==> src/rtl/gpu_noc_ni_v2.sv <==
// GPU<->router network interface: ID translation, per-direction FIFO plus output register, drop counters.
// Optional local loopback of self-addressed GPU flits is enabled by defining NI_LOOPBACK_EN.

module gpu_noc_ni_v2_fifo #(
  parameter int W     = 16,
  parameter int DEPTH = 8
) (
  input  logic         clk,
  input  logic         reset,
  input  logic         push,
  input  logic [W-1:0] push_data,
  input  logic         pop,
  output logic [W-1:0] head,
  output logic         empty,
  output logic         full
);
  localparam int PW = $clog2(DEPTH);
  localparam int CW = $clog2(DEPTH + 1);

  logic [W-1:0]  mem [DEPTH];
  logic [PW-1:0] wr_ptr;
  logic [PW-1:0] rd_ptr;
  logic [CW-1:0] count;

  assign empty = (count == '0);
  assign full  = (count == CW'(DEPTH));
  assign head  = mem[rd_ptr];

  always_ff @(posedge clk) begin
    if (push) begin
      mem[wr_ptr] <= push_data;
    end
  end

  // DEPTH is a power of two, so the pointers wrap naturally
  always_ff @(posedge clk) begin
    if (reset) begin
      wr_ptr <= '0;
      rd_ptr <= '0;
      count  <= '0;
    end else begin
      if (push) begin
        wr_ptr <= wr_ptr + 1'b1;
      end
      if (pop) begin
        rd_ptr <= rd_ptr + 1'b1;
      end
      case ({push, pop})
        2'b10:   count <= count + 1'b1;
        2'b01:   count <= count - 1'b1;
        default: count <= count;
      endcase
    end
  end
endmodule

module gpu_noc_ni_v2 #(
  parameter int GPU_ID      = 29,
  parameter int DATA_W      = 16,
  parameter int ID_W        = 6,
  parameter int NUM_GPUS    = 32,
  parameter int ADDR_OFFSET = 3,
  parameter int FIFO_DEPTH  = 8,
  parameter int CNT_W       = 8
) (
  input  logic              clk,
  input  logic              reset,
  input  logic [DATA_W-1:0] gpu_data_in,
  input  logic              gpu_valid_in,
  output logic              gpu_ready_out,
  output logic [DATA_W-1:0] gpu_data_out,
  output logic              gpu_valid_out,
  input  logic              gpu_ready_in,
  output logic [DATA_W-1:0] router_data_out,
  output logic              router_valid_out,
  input  logic              router_ready_in,
  input  logic [DATA_W-1:0] router_data_in,
  input  logic              router_valid_in,
  output logic              router_ready_out,
  output logic [CNT_W-1:0]  tx_drop_cnt,
  output logic [CNT_W-1:0]  rx_drop_cnt
);
  localparam int PAY_W = DATA_W - ID_W;
  localparam logic [ID_W-1:0] OFFSET   = ID_W'(ADDR_OFFSET);
  localparam logic [ID_W-1:0] MAX_ID   = ID_W'(NUM_GPUS);
  localparam logic [ID_W-1:0] OWN_ADDR = ID_W'(GPU_ID + ADDR_OFFSET);

  logic [ID_W-1:0]   tx_dest;
  logic [ID_W-1:0]   rx_hdr;
  logic              tx_dest_ok;
  logic              rx_hit;
  logic              gpu_fire;
  logic              router_fire;
  logic              tx_push;
  logic              rx_push;
  logic              tx_pop;
  logic              rx_pop;
  logic              tx_drop;
  logic              rx_drop;
  logic              tx_full;
  logic              tx_empty;
  logic              rx_full;
  logic              rx_empty;
  logic [DATA_W-1:0] tx_push_data;
  logic [DATA_W-1:0] rx_push_data;
  logic [DATA_W-1:0] tx_head;
  logic [DATA_W-1:0] rx_head;

  assign tx_dest     = gpu_data_in[DATA_W-1 -: ID_W];
  assign rx_hdr      = router_data_in[DATA_W-1 -: ID_W];
  assign tx_dest_ok  = (tx_dest != '0) && (tx_dest <= MAX_ID);
  assign rx_hit      = (rx_hdr == OWN_ADDR);

  assign router_ready_out = !rx_full;
  assign gpu_fire         = gpu_valid_in && gpu_ready_out;
  assign router_fire      = router_valid_in && router_ready_out;

  assign tx_push_data = {tx_dest + OFFSET, gpu_data_in[PAY_W-1:0]};
  assign tx_drop      = gpu_fire && !tx_dest_ok;
  assign rx_drop      = router_fire && !rx_hit;

`ifdef NI_LOOPBACK_EN
  logic self_hit;
  assign self_hit = (tx_dest == ID_W'(GPU_ID));
  // Router traffic owns the RX FIFO; a self-addressed GPU flit waits for a quiet router side
  assign gpu_ready_out = !tx_full && !(self_hit && (rx_full || router_valid_in));
  assign tx_push       = gpu_fire && tx_dest_ok && !self_hit;
  assign rx_push       = (router_fire && rx_hit) || (gpu_fire && self_hit);
  assign rx_push_data  = (router_fire && rx_hit) ? {rx_hdr - OFFSET, router_data_in[PAY_W-1:0]}
                                                 : gpu_data_in;
`else
  assign gpu_ready_out = !tx_full;
  assign tx_push       = gpu_fire && tx_dest_ok;
  assign rx_push       = router_fire && rx_hit;
  assign rx_push_data  = {rx_hdr - OFFSET, router_data_in[PAY_W-1:0]};
`endif

  gpu_noc_ni_v2_fifo #(.W(DATA_W), .DEPTH(FIFO_DEPTH)) u_tx_fifo (
    .clk       (clk),
    .reset     (reset),
    .push      (tx_push),
    .push_data (tx_push_data),
    .pop       (tx_pop),
    .head      (tx_head),
    .empty     (tx_empty),
    .full      (tx_full)
  );

  gpu_noc_ni_v2_fifo #(.W(DATA_W), .DEPTH(FIFO_DEPTH)) u_rx_fifo (
    .clk       (clk),
    .reset     (reset),
    .push      (rx_push),
    .push_data (rx_push_data),
    .pop       (rx_pop),
    .head      (rx_head),
    .empty     (rx_empty),
    .full      (rx_full)
  );

  // Output registers refill from the FIFO head whenever they are free or being drained
  assign tx_pop = !tx_empty && (!router_valid_out || router_ready_in);
  assign rx_pop = !rx_empty && (!gpu_valid_out || gpu_ready_in);

  always_ff @(posedge clk) begin
    if (reset) begin
      router_valid_out <= 1'b0;
      router_data_out  <= '0;
    end else if (tx_pop) begin
      router_valid_out <= 1'b1;
      router_data_out  <= tx_head;
    end else if (router_ready_in) begin
      router_valid_out <= 1'b0;
    end
  end

  always_ff @(posedge clk) begin
    if (reset) begin
      gpu_valid_out <= 1'b0;
      gpu_data_out  <= '0;
    end else if (rx_pop) begin
      gpu_valid_out <= 1'b1;
      gpu_data_out  <= rx_head;
    end else if (gpu_ready_in) begin
      gpu_valid_out <= 1'b0;
    end
  end

  // Drop counters stick at all-ones instead of wrapping
  always_ff @(posedge clk) begin
    if (reset) begin
      tx_drop_cnt <= '0;
      rx_drop_cnt <= '0;
    end else begin
      if (tx_drop && (tx_drop_cnt != '1)) begin
        tx_drop_cnt <= tx_drop_cnt + 1'b1;
      end
      if (rx_drop && (rx_drop_cnt != '1)) begin
        rx_drop_cnt <= rx_drop_cnt + 1'b1;
      end
    end
  end
endmodule
==> config.mk <==
export PLATFORM = sky130hd
export DESIGN_NAME = gpu_noc_ni_v2
export DESIGN_NICKNAME = d
export VERILOG_FILES = /design/src/rtl/gpu_noc_ni_v2.sv
export SDC_FILE = /design/constraint.sdc
export NUM_CORES = 1
export LEC_CHECK = 0
export BUFFER_PORTS_ARGS = -buffer_cell sky130_fd_sc_hd__buf_2
export CAP_MARGIN = 20
export CORE_MARGIN = 10
export CORE_UTILIZATION = 64
export CTS_CLUSTER_SIZE = 30
export DETAILED_ROUTE_END_ITERATION = 7
export PLACE_DENSITY_LB_ADDON = 0.2
export SLEW_MARGIN = 20
export SYNTH_ARGS = -nofsm -noshare
export SYNTH_HDL_FRONTEND = slang
export SYNTH_SLANG_ARGS = --single-unit
==> constraint.sdc <==
create_clock -name clk -period 6.2 [get_ports clk]
set_input_delay 0.93 -clock clk [delete_from_list [all_inputs] [get_ports clk]]
set_output_delay 0.93 -clock clk [all_outputs]
set_load 0.005 [all_outputs]
### After elaboration in Yosys (flattened, before gate mapping)

Memories as Yosys holds them, arrays and structs flattened. A register that Yosys moved wholly into a read port is not among the register bits.
Index checks and enable logic that the tools add are counted.

* flip-flop bits (word level): 38
* bits in latches: 0
* bits in writable memories: 256
* ROM bits: 0
* input bits: 38
* output and inout bits: 52
* word-level logic and storage cells: 72
* memories: 2

Memories
* u_rx_fifo.mem: words 8, bits a word 16, read ports 1, clocked after Yosys merged registers in 1, wr ports 1, RTL line 20 `logic [W-1:0] mem [DEPTH];`
* u_tx_fifo.mem: words 8, bits a word 16, read ports 1, clocked after Yosys merged registers in 1, wr ports 1, RTL line 20

* $add $sub $neg: 12
* multiply operators: 0
* div/mod/pow operators: 0
* magnitude comparators: 1
* equal/unequal tests: 9
* shift-type cells: 0
* muxes and demuxes: 10
* bitwise logic cells: 0
* reductions and logical operators: 28

Operators with widths (number)
* $add A8 B1 Y8 const B: 2
* $ne A8 B8 Y1 const B: 2
* $pmux W4 S2: 2
* $add A3 B1 Y3 const B: 4
* $logic_and A1 B1 Y1: 11
* $add A4 B1 Y4 const B: 2
* $eq A4 B4 Y1 const B: 2
* $logic_not A1 Y1: 8
* $logic_not A4 Y1: 2
* $mux W1: 8
* $reduce_bool A2 Y1: 4
* $sub A4 B1 Y4 const B: 2
* $add A6 B2 Y6 const B: 1
* $eq A6 B6 Y1 const B: 1
* $le A6 B6 Y1 const B: 1
* $reduce_bool A6 Y1: 1
* $sub A6 B2 Y6 const B: 1
* $eq A2 B1 Y1 const B: 2
* $eq A2 B2 Y1 const B: 2
* $logic_or A1 B1 Y1: 2

### Depth between registers and ports, before layout

Gate-level depths: netlist (run 1).

* depth after elaboration: 6
* mapped depth: 13
* gate-level depth less buffers: 12

### By module

From an unflattened synthesis (run 1), not the netlist that was laid out.

* cells, all modules: 788
* area, all modules: 13297.8 um^2

By module, submodules not included
* gpu_noc_ni_v2_fifo (u_tx_fifo): instances 1, cells each 256, area each 5549.1 um^2, sequential area each 4103.9 um^2
* gpu_noc_ni_v2_fifo (u_rx_fifo): instances 1, cells each 255, area each 5544.1 um^2, sequential area each 4103.9 um^2
* gpu_noc_ni_v2: instances 1, cells each 277, area each 2204.6 um^2, sequential area each 1001.0 um^2

### Worst setup path after synthesis (run 1)

OpenSTA, ideal clock, no wires.

* path type: in2reg
* from: input port gpu_data_in[10]
* to: memory u_tx_fifo.mem[0][0], enable pin
* library setup time: 0.430 ns
* arrival time: 3.744 ns
* data required time: 5.770 ns
* setup slack: 2.026 ns
* cell stages on the path: 7
* buffers on the path: 1
* cells stage by stage: inv_1 -> ha_1 -> nor4b_2 -> xnor2_1 -> buf_2 -> nand2_1 -> nor4_1

* word-level cells in the longest chain between the ends: 5
* elaborated cells between the ends (all ways): 6
* those cells by class: 1 x order compare; 2 x mux; 3 x reduce/logical

RTL lines
* from (decl): RTL line 68 `input logic [DATA_W-1:0] gpu_data_in,`
* $le A6 B6 Y1 / $reduce_bool A6 Y1 (equally long branches): RTL line 111 `assign tx_dest_ok = (tx_dest != '0) && (tx_dest <= MAX_ID);`
* $logic_and A1 B1 Y1 *: RTL line 111
* $logic_and A1 B1 Y1 *: RTL line 133 `assign tx_push = gpu_fire && tx_dest_ok;`
* $mux W1 *: RTL line 30 `if (push) begin`
* $mux W1 (implied by the code) *: RTL line 31 `mem[wr_ptr] <= push_data;`
* to (decl): RTL line 20

Every way passes the cells marked *; elsewhere a longest branch is shown, timed or not.

### Worst setup path in the final report (run 1)

* from: input port gpu_data_in[10]
* to: register u_tx_fifo.count[2]

* word-level cells in the longest chain between the ends: 5
* elaborated cells between the ends (all ways): 8
* those cells by class: 1 x order compare; 2 x eq/ne; 1 x mux; 4 x reduce/logical

RTL lines
* $le A6 B6 Y1 / $reduce_bool A6 Y1 (equally long branches): RTL line 111
* $logic_and A1 B1 Y1 *: RTL line 111
* $logic_and A1 B1 Y1 *: RTL line 133
* $eq A2 B1 Y1 / $eq A2 B2 Y1 (equally long branches): RTL line 48 `case ({push, pop})`
* $pmux W4 S2 / $reduce_bool A2 Y1 (equally long branches)
* to (signal assigned): RTL line 49 `2'b10: count <= count + 1'b1;`
* to (signal assigned): RTL line 50 `2'b01: count <= count - 1'b1;`
* to (signal assigned): RTL line 51 `default: count <= count;`
* to (decl): RTL line 23 `logic [CW-1:0] count;`

Marked as above.
A chain may end at the register's enable or synchronous reset.

==> summary.md, run 1 <==
| Metric | Value |
|---|---|
| Outcome | complete, no violations |
| Reg2reg start | u_tx_fifo.count[0]$_SDFFE_PP0P_ |
| Clock Sink Count | 326 |
| Worst Path Required | 6670 ps |
| CTS Buffer Depth | 3 |
| CTS tree | yes |
| H-tree levels | 1 |
| Final setup fails | 0 |
| Largest family of logic cells by synthesized area | multiplexers |
| Fraction of layout cells with a size suffix above 1 | a little over a quarter |
| Multiplexer share of the synthesized area | approximately 15% |
| Post-Syn Area | between 0.01 and 0.015 mm^2 |
| Post-DRT Antenna Nets | 0 |
| CTS Buf Count | 31 |
| Final Max Tran Viols | 0 |
| Post-synth EDFFs | approximately 260 |
| PostCTS Resize Cnt | 0 |
| Hpwl dp | about 16000 um |
| CP most frequent cell | ha_1 |
| Hold Fails Final Rpt | 0 |
| Core area | roughly 0.020 mm^2 |
| Crit-path cells | buf_2, inv_1, ha_1, nor4b_2, xnor2_2, nand2_1, ha_1, xor2_1, ha_1, a21oi_1, xor2_1, or3_1, a21oi_1 |
| Std-Cell Rows | 51 |
| Adder-cell share of the synthesized area | 1.61% |
| Insertion delay to the later sink of the worst-skew pair | 540 ps |
| Routed WL per cell | about 23 um |
| Worst-case headroom to the max-slew limit | roughly 31% |
| Synth-to-Final Area Change | 13.9% |
| Fillers | between 1k and 1.5k |
| Max Freq | around 280 MHz |
| Io pins | 90 |
| Worst Setup Start Kind | input pin |
| Synth Area in Compound Gates | approximately 3.7% |
| # Post-CTS Setup Buffers | 0 |
| Sum Neg Setup Slack | 0 ps |
| Critical path's slowest cell | nor4b_2 |
| Initial Util | between 60 and 70% |
| R2r setup slk | around 3000 ps |
| RSZ-0062 raised after global routing | no |
| Post-synth ARST share | 0% |
| Hold Path End | router_data_out[4]$_SDFFE_PP0P_ |
| Most used DFF post-synth | edfxtp_1 |
| Worst IR drop on VDD | 0.234 mV |
| Die H | 162 um |
| CP max stage delay | 460 ps |
| Leak | between 4 and 5 nW |
| CP Max Fanout | 14 |
| Initial drt markers | roughly 630 |
| Worst endpoint data arrival time | 4010 ps |
| Final WL | 26200 um |
| Tcrit/Tclk final | between 50% and 60% |
| Clock transition at path regs | 60 ps |
| Number of remaining DRC errors | 0 |
| XOR/XNOR Fraction of Synth Area | 1.35% |
| Yosys reg bits | around 330 |
| Clk root buf | clkbuf_16 |
| Power, Total | 5.99 mW |
| Via count | between 7k and 8k |
| Die area | 0.0263 mm^2 |
| Vias in the first global route | around 7.3k |
| Seq/Total Area, Yosys | 70.3% |
| DR pass1 iterations | 5 |
| Worst Setup End Kind | register |
| Final #Nets | between 900 and 1k |
| RD Place Congestion | between 0.7 and 0.8 |
| Reg2Reg Depth | 10 |
| Hold_sp | router_data_out[4]$_SDFFE_PP0P_ |
| Cell count after synthesis | ~770 |
| Max Cap Viol | 0 |
| Antenna violations before repair | 1 |
| Netlist cell types | 48 |
| All-Layer GR Usage | between 10% and 20% |
| Placed Instance Area | 0.0137 mm^2 |
| Maximum number of pins on one net before global-route repair | 81 |
| Worst Tran Pin Value | about 1000 ps |
| Simple-gate share of the synthesized area | 6.43% |
| Clock skew | between 10 and 15 ps |
| Die width | between 150 and 200 um |
| Crit path time final | 3540 ps |
| Syn avg cell area | approximately 17 um^2 |
| Pwr/cell area | 407 mW/mm^2 |
| Total gr overflow | 0 |
| WHS Path Cells | 2 |
| PortBufs | about 90 |
| Worst hold path type | reg -> reg |
| Synthesized Nets | 819 |
| Yosys warns | 0 |
| First-pass GRT wire length | 41000 um |
| Via density | about 6.1 |
| Crit Path Class | in -> reg |
| Hold buffers post-CTS | 0 |
| Final instance area | approximately 0.015 mm^2 |
| Reg2reg end | u_tx_fifo.count[2]$_SDFFE_PP0P_ |
[state kept, by name, summed over array words and instances (netlist names)]
register          flops
router_valid_out      1
u_rx_fifo.wr_ptr      3
gpu_valid_out         1
tx_drop_cnt           8
u_rx_fifo.count       4
u_tx_fifo.rd_ptr      3
u_tx_fifo.wr_ptr      3
u_tx_fifo.count       4
u_tx_fifo.mem       128
gpu_data_out         16
rx_drop_cnt           8
u_rx_fifo.mem       128
u_rx_fifo.rd_ptr      3
router_data_out      16
[cells in the mapped netlist, types with 9 or more instances]
master / number / share of area, %
inv_1: 15 / 0.44
mux4_2: 64 / 11
ha_1: 15 / 1.5
nor2b_1: 10 / 0.48
buf_2: 9 / 0.35
nand3_1: 11 / 0.43
a21oi_1: 20 / 0.77
nand2b_1: 11 / 0.53
xor2_1: 13 / 0.88
nor2_1: 71 / 2.1
mux2i_1: 38 / 2.9
nand2_1: 9 / 0.26
dfxtp_1: 70 / 11
a211oi_1: 33 / 1.9
clkbuf_1: 28 / 0.81
o21ai_0: 9 / 0.35
edfxtp_1: 256 / 59
[worst max-delay path, delay by kind of cell]
kind / cells / cell delay (ps)
xor gates and xnor gates: 3 / 600
buffers and inverters: 2 / 280
adders and majority gates: 3 / 800
AOI/OAI and AO/OA: 2 / 280
and+or+nand+nor: 3 / 1120
[where the power goes]
part	total (mW)	switching, mW	internal, mW
Clock	1.83	0.755	1.08
Sequential	2.69	0.159	2.53
Combinational	1.47	0.782	0.684
[per-layer routing]
layer | global-route usage (%) | vias up | share of wire [%]
met5 | 0 | - | 0
met1 | 26.1 | 3583 | 42
met4 | 4.59 | 0 | 1.7
met3 | 3.67 | 37 | 5.5
li1 | - | 3199 | -
met2 | 33.4 | 223 | 50
[metrics by stage]
stage	hold WS [ps]	utilization, %	setup slack [ps]	cells
after floorplan	458	-	2030	765
after global placement	473	69.8	1980	1095
after detailed placement	490	69.8	1870	1095
after CTS	498	74.9	2380	1152
after global routing	520	75.0	2490	1153
final	500	75.0	2660	1153
[cell type report]
class | count | area (um^2) | share of cell area, %
Antenna cell | 1 | 2.50 | 0.0170
Clock buffer | 38 | 802 | 5.44
Clock inverter | 19 | 193 | 1.31
Inverter | 15 | 56.3 | 0.382
Multi-Input combinational cell | 381 | 3670 | 24.9
Sequential cell | 326 | 9090 | 61.7
Tap cell | 265 | 332 | 2.25
Timing Repair Buffer | 108 | 588 | 3.99
[layout by cell type (no fill, tap or decap), drive strengths merged, types with 9 or more instances in the layout]
cell    instances
nor3            9
a21oi          20
nand2           9
nand3          11
edfxtp        256
xor2           13
nand2b         11
buf           108
inv            15
mux2i          38
nor2b          10
dfxtp          70
mux2            9
clkinv         13
a211oi         33
o21ai           9
mux4           64
ha             15
clkbuf         38
nor2           71
[how the worst max path moves through the flow]
stage	from	to	cells after the start
floorplan	gpu_data_in[10]	u_tx_fifo.mem[0][0]$_DFFE_PP_	7
global placement	gpu_data_in[10]	u_tx_fifo.count[2]$_SDFFE_PP0P_	13
detailed placement	gpu_data_in[10]	u_tx_fifo.count[2]$_SDFFE_PP0P_	13
CTS	gpu_data_in[10]	u_tx_fifo.count[2]$_SDFFE_PP0P_	13
global route	gpu_data_in[10]	u_tx_fifo.count[2]$_SDFFE_PP0P_	13
finish	gpu_data_in[10]	u_tx_fifo.count[2]$_SDFFE_PP0P_	13
[kinds of logic after synthesis]
kind of cell | Yosys count
DFF | 326
and+or+nand+nor | 161
muxes | 111
AOI/OAI and AO/OA | 73
buffers and inverters | 58
xor gates and xnor gates | 20
adders and majority gates | 16
Power figures use the tool's default switching activity.
==> inputs of run 2 (changes only) <==
CORE_UTILIZATION = 60   (was 64)
clock period = 3.6 ns   (was 6.2 ns; I/O delays follow)
==> run 2 against run 1 <==
  * Cell area grew 1.8%
  * Clock power grew 83%
  * First-iteration DRC count fell by 1.9%
  * Critical path type is now reg -> reg
  * Critical endpoint unchanged
==> summary.md, run 2 (synthesis gave the netlist of run 1 again) <==
| Metric | Value |
|---|---|
| Sum Neg Setup Slack | 0 ps |
| Tcrit/Tclk final | 82.8% |
| Final WL | 26700 um |
| Critical path's slowest cell | or4b_2 |
| Clock Sink Count | between 300 and 400 |
| Commonest non-fill, non-tap cell in the layout | edfxtp_1 |
| DR pass1 iterations | 5 |
| Initial drt markers | ~620 |
| Worst Setup Start Kind | register |
| Final Max Tran Viols | 0 |
| Max Cap Viol | 0 |
| Number of remaining DRC errors | 0 |
| Pwr/cell area | slightly above 700 mW/mm^2 |
| Synth-to-Final Area Change | 16.0% |
| Outcome | complete, no violations |
| Crit path time final | 2980 ps |
| PortBufs | just under 90 |
| Clk root buf | clkbuf_16 |
| Crit-path cells | or4b_2, and2_0, nand2_1, ha_1, xor2_1, ha_1, a21oi_1, xor2_1, or3_1, a21oi_1 |
| Routed WL per cell | ~22 um |
| Fraction of layout cells with a size suffix above 1 | roughly 29% |
| Clock skew | approximately 11 ps |
| Via density | 6.04 |
| Clock transition at path regs | about 60 ps |
| Worst endpoint data arrival time | 3410 ps |
| ANT cells | 0 |
| # Post-CTS Setup Buffers | 0 |
| Die H | about 170 um |
| Fillers | around 1.3k |
| Crit-path leading delay family | simple AND/OR/NAND/NOR gates |
| Final worst setup slack | between 600 and 700 ps |
| Die area | around 0.028 mm^2 |
| Io pins | 90 |
| Antenna violations before repair | 1 |
| Final setup fails | 0 |
| Worst hold path type | in -> reg |
| Most frequent cells in the layout | 256 x edfxtp_1, 89 x buf_2, 71 x nor2_1 |
| Max Freq | 336 MHz |
| Leak | 5.15 nW |
| Crit Path Class | reg -> reg |
| Core area | around 0.021 mm^2 |
| CP Max Fanout | 8 |
| Post-DRT Antenna Nets | 0 |
| CTS Buf Count | 34 |
| Worst Tran Pin Value | 1010 ps |
| CTS tree | yes |
| Initial Util | just over 60% |
| H-tree levels | 2 |
| Std-Cell Rows | 53 |
| Hpwl dp | about 17000 um |
| Via count | between 7k and 8k |
| Buf/Inv on CP | 0 |
| Maximum number of pins on one net before global-route repair | 35 |
| Die width | 167 um |
| Dpl ws | between 200 and 300 ps |
| Hold buffers post-CTS | 0 |
| Regs by FF count | u_rx_fifo.mem x128, u_tx_fifo.mem x128 |
| Worst Setup End Kind | register |
| WHS | just over 300 ps |
| CP max stage delay | ~750 ps |
| CTS Buffer Depth | 3 |
| RD Place Congestion | about 0.82 |
| Final #Nets | between 900 and 1k |
| Worst IR drop on VDD | around 0.46 mV |
| Worst Path Required | slightly above 4000 ps |
| Hold Fails Final Rpt | 0 |
| Worst-case headroom to the max-slew limit | between 30% and 40% |
| First-pass GRT wire length | 42700 um |
| Vias in the first global route | 7464 |
| RSZ-0062 raised after global routing | no |
| Total gr overflow | 0 |
| PostCTS Resize Cnt | 0 |
| All-Layer GR Usage | 19.1% |
| Insertion delay to the later sink of the worst-skew pair | roughly 500 ps |
## run 2: metal layers
metal | routed length, um | global-route usage [%]
met1 | 11600 | 26.0
met2 | 12900 | 30.7
met3 | 1630 | 4.19
met4 | 503 | 4.96
met5 | 11 | 0
## run 2: final timing paths
check / slack (ps) / from / depth (start not counted) / endpoint
min reg2reg: 500 / router_data_out[5]$_SDFFE_PP0P_ / 2 / router_data_out[5]$_SDFFE_PP0P_
min: 310 / gpu_data_in[1] / 1 / u_tx_fifo.mem[2][1]$_DFFE_PP_
max reg2reg: 620 / u_tx_fifo.count[0]$_SDFFE_PP0P_ / 10 / u_tx_fifo.count[2]$_SDFFE_PP0P_
max: 620 / u_tx_fifo.count[0]$_SDFFE_PP0P_ / 10 / u_tx_fifo.count[2]$_SDFFE_PP0P_
## run 2: area by class of cell
cell class / instances / area, um^2 / area share [%]
inverter: 15 / 56.3 / 0.375
multi-input combinational: 381 / 3650 / 24.4
timing repair buffer: 130 / 766 / 5.10
tap: 275 / 344 / 2.29
clock buffer: 47 / 983 / 6.56
clock inverter: 14 / 105 / 0.701
sequential: 326 / 9090 / 60.6
## run 2: report_power, final
part | internal (mW) | total, mW | switching, mW
Sequential | 4.36 | 4.67 | 0.306
Combinational | 1.22 | 2.55 | 1.33
Clock | 1.99 | 3.34 | 1.35
## run 2: worst reg2reg max path, cell delays in order, from the launching register on
cell and delay [ps]:
dfxtp_1 380, or4b_2 750, and2_0 320, nand2_1 140, ha_1 260, xor2_1 200, ha_1 170, a21oi_1 50
xor2_1 170, or3_1 320, a21oi_1 150
## run 2: stage by stage
step                      cells  area (um^2)  total power [mW]  utilization (%)
after CTS                  1188        15000              10.7             71.1
after global placement     1127        13900              7.17             66.0
after global routing       1188        15000              11.1             71.1
after detailed placement   1127        13900              7.29             66.0
final                      1188        15000              10.6             71.1
after floorplan             765        12900              6.49                -
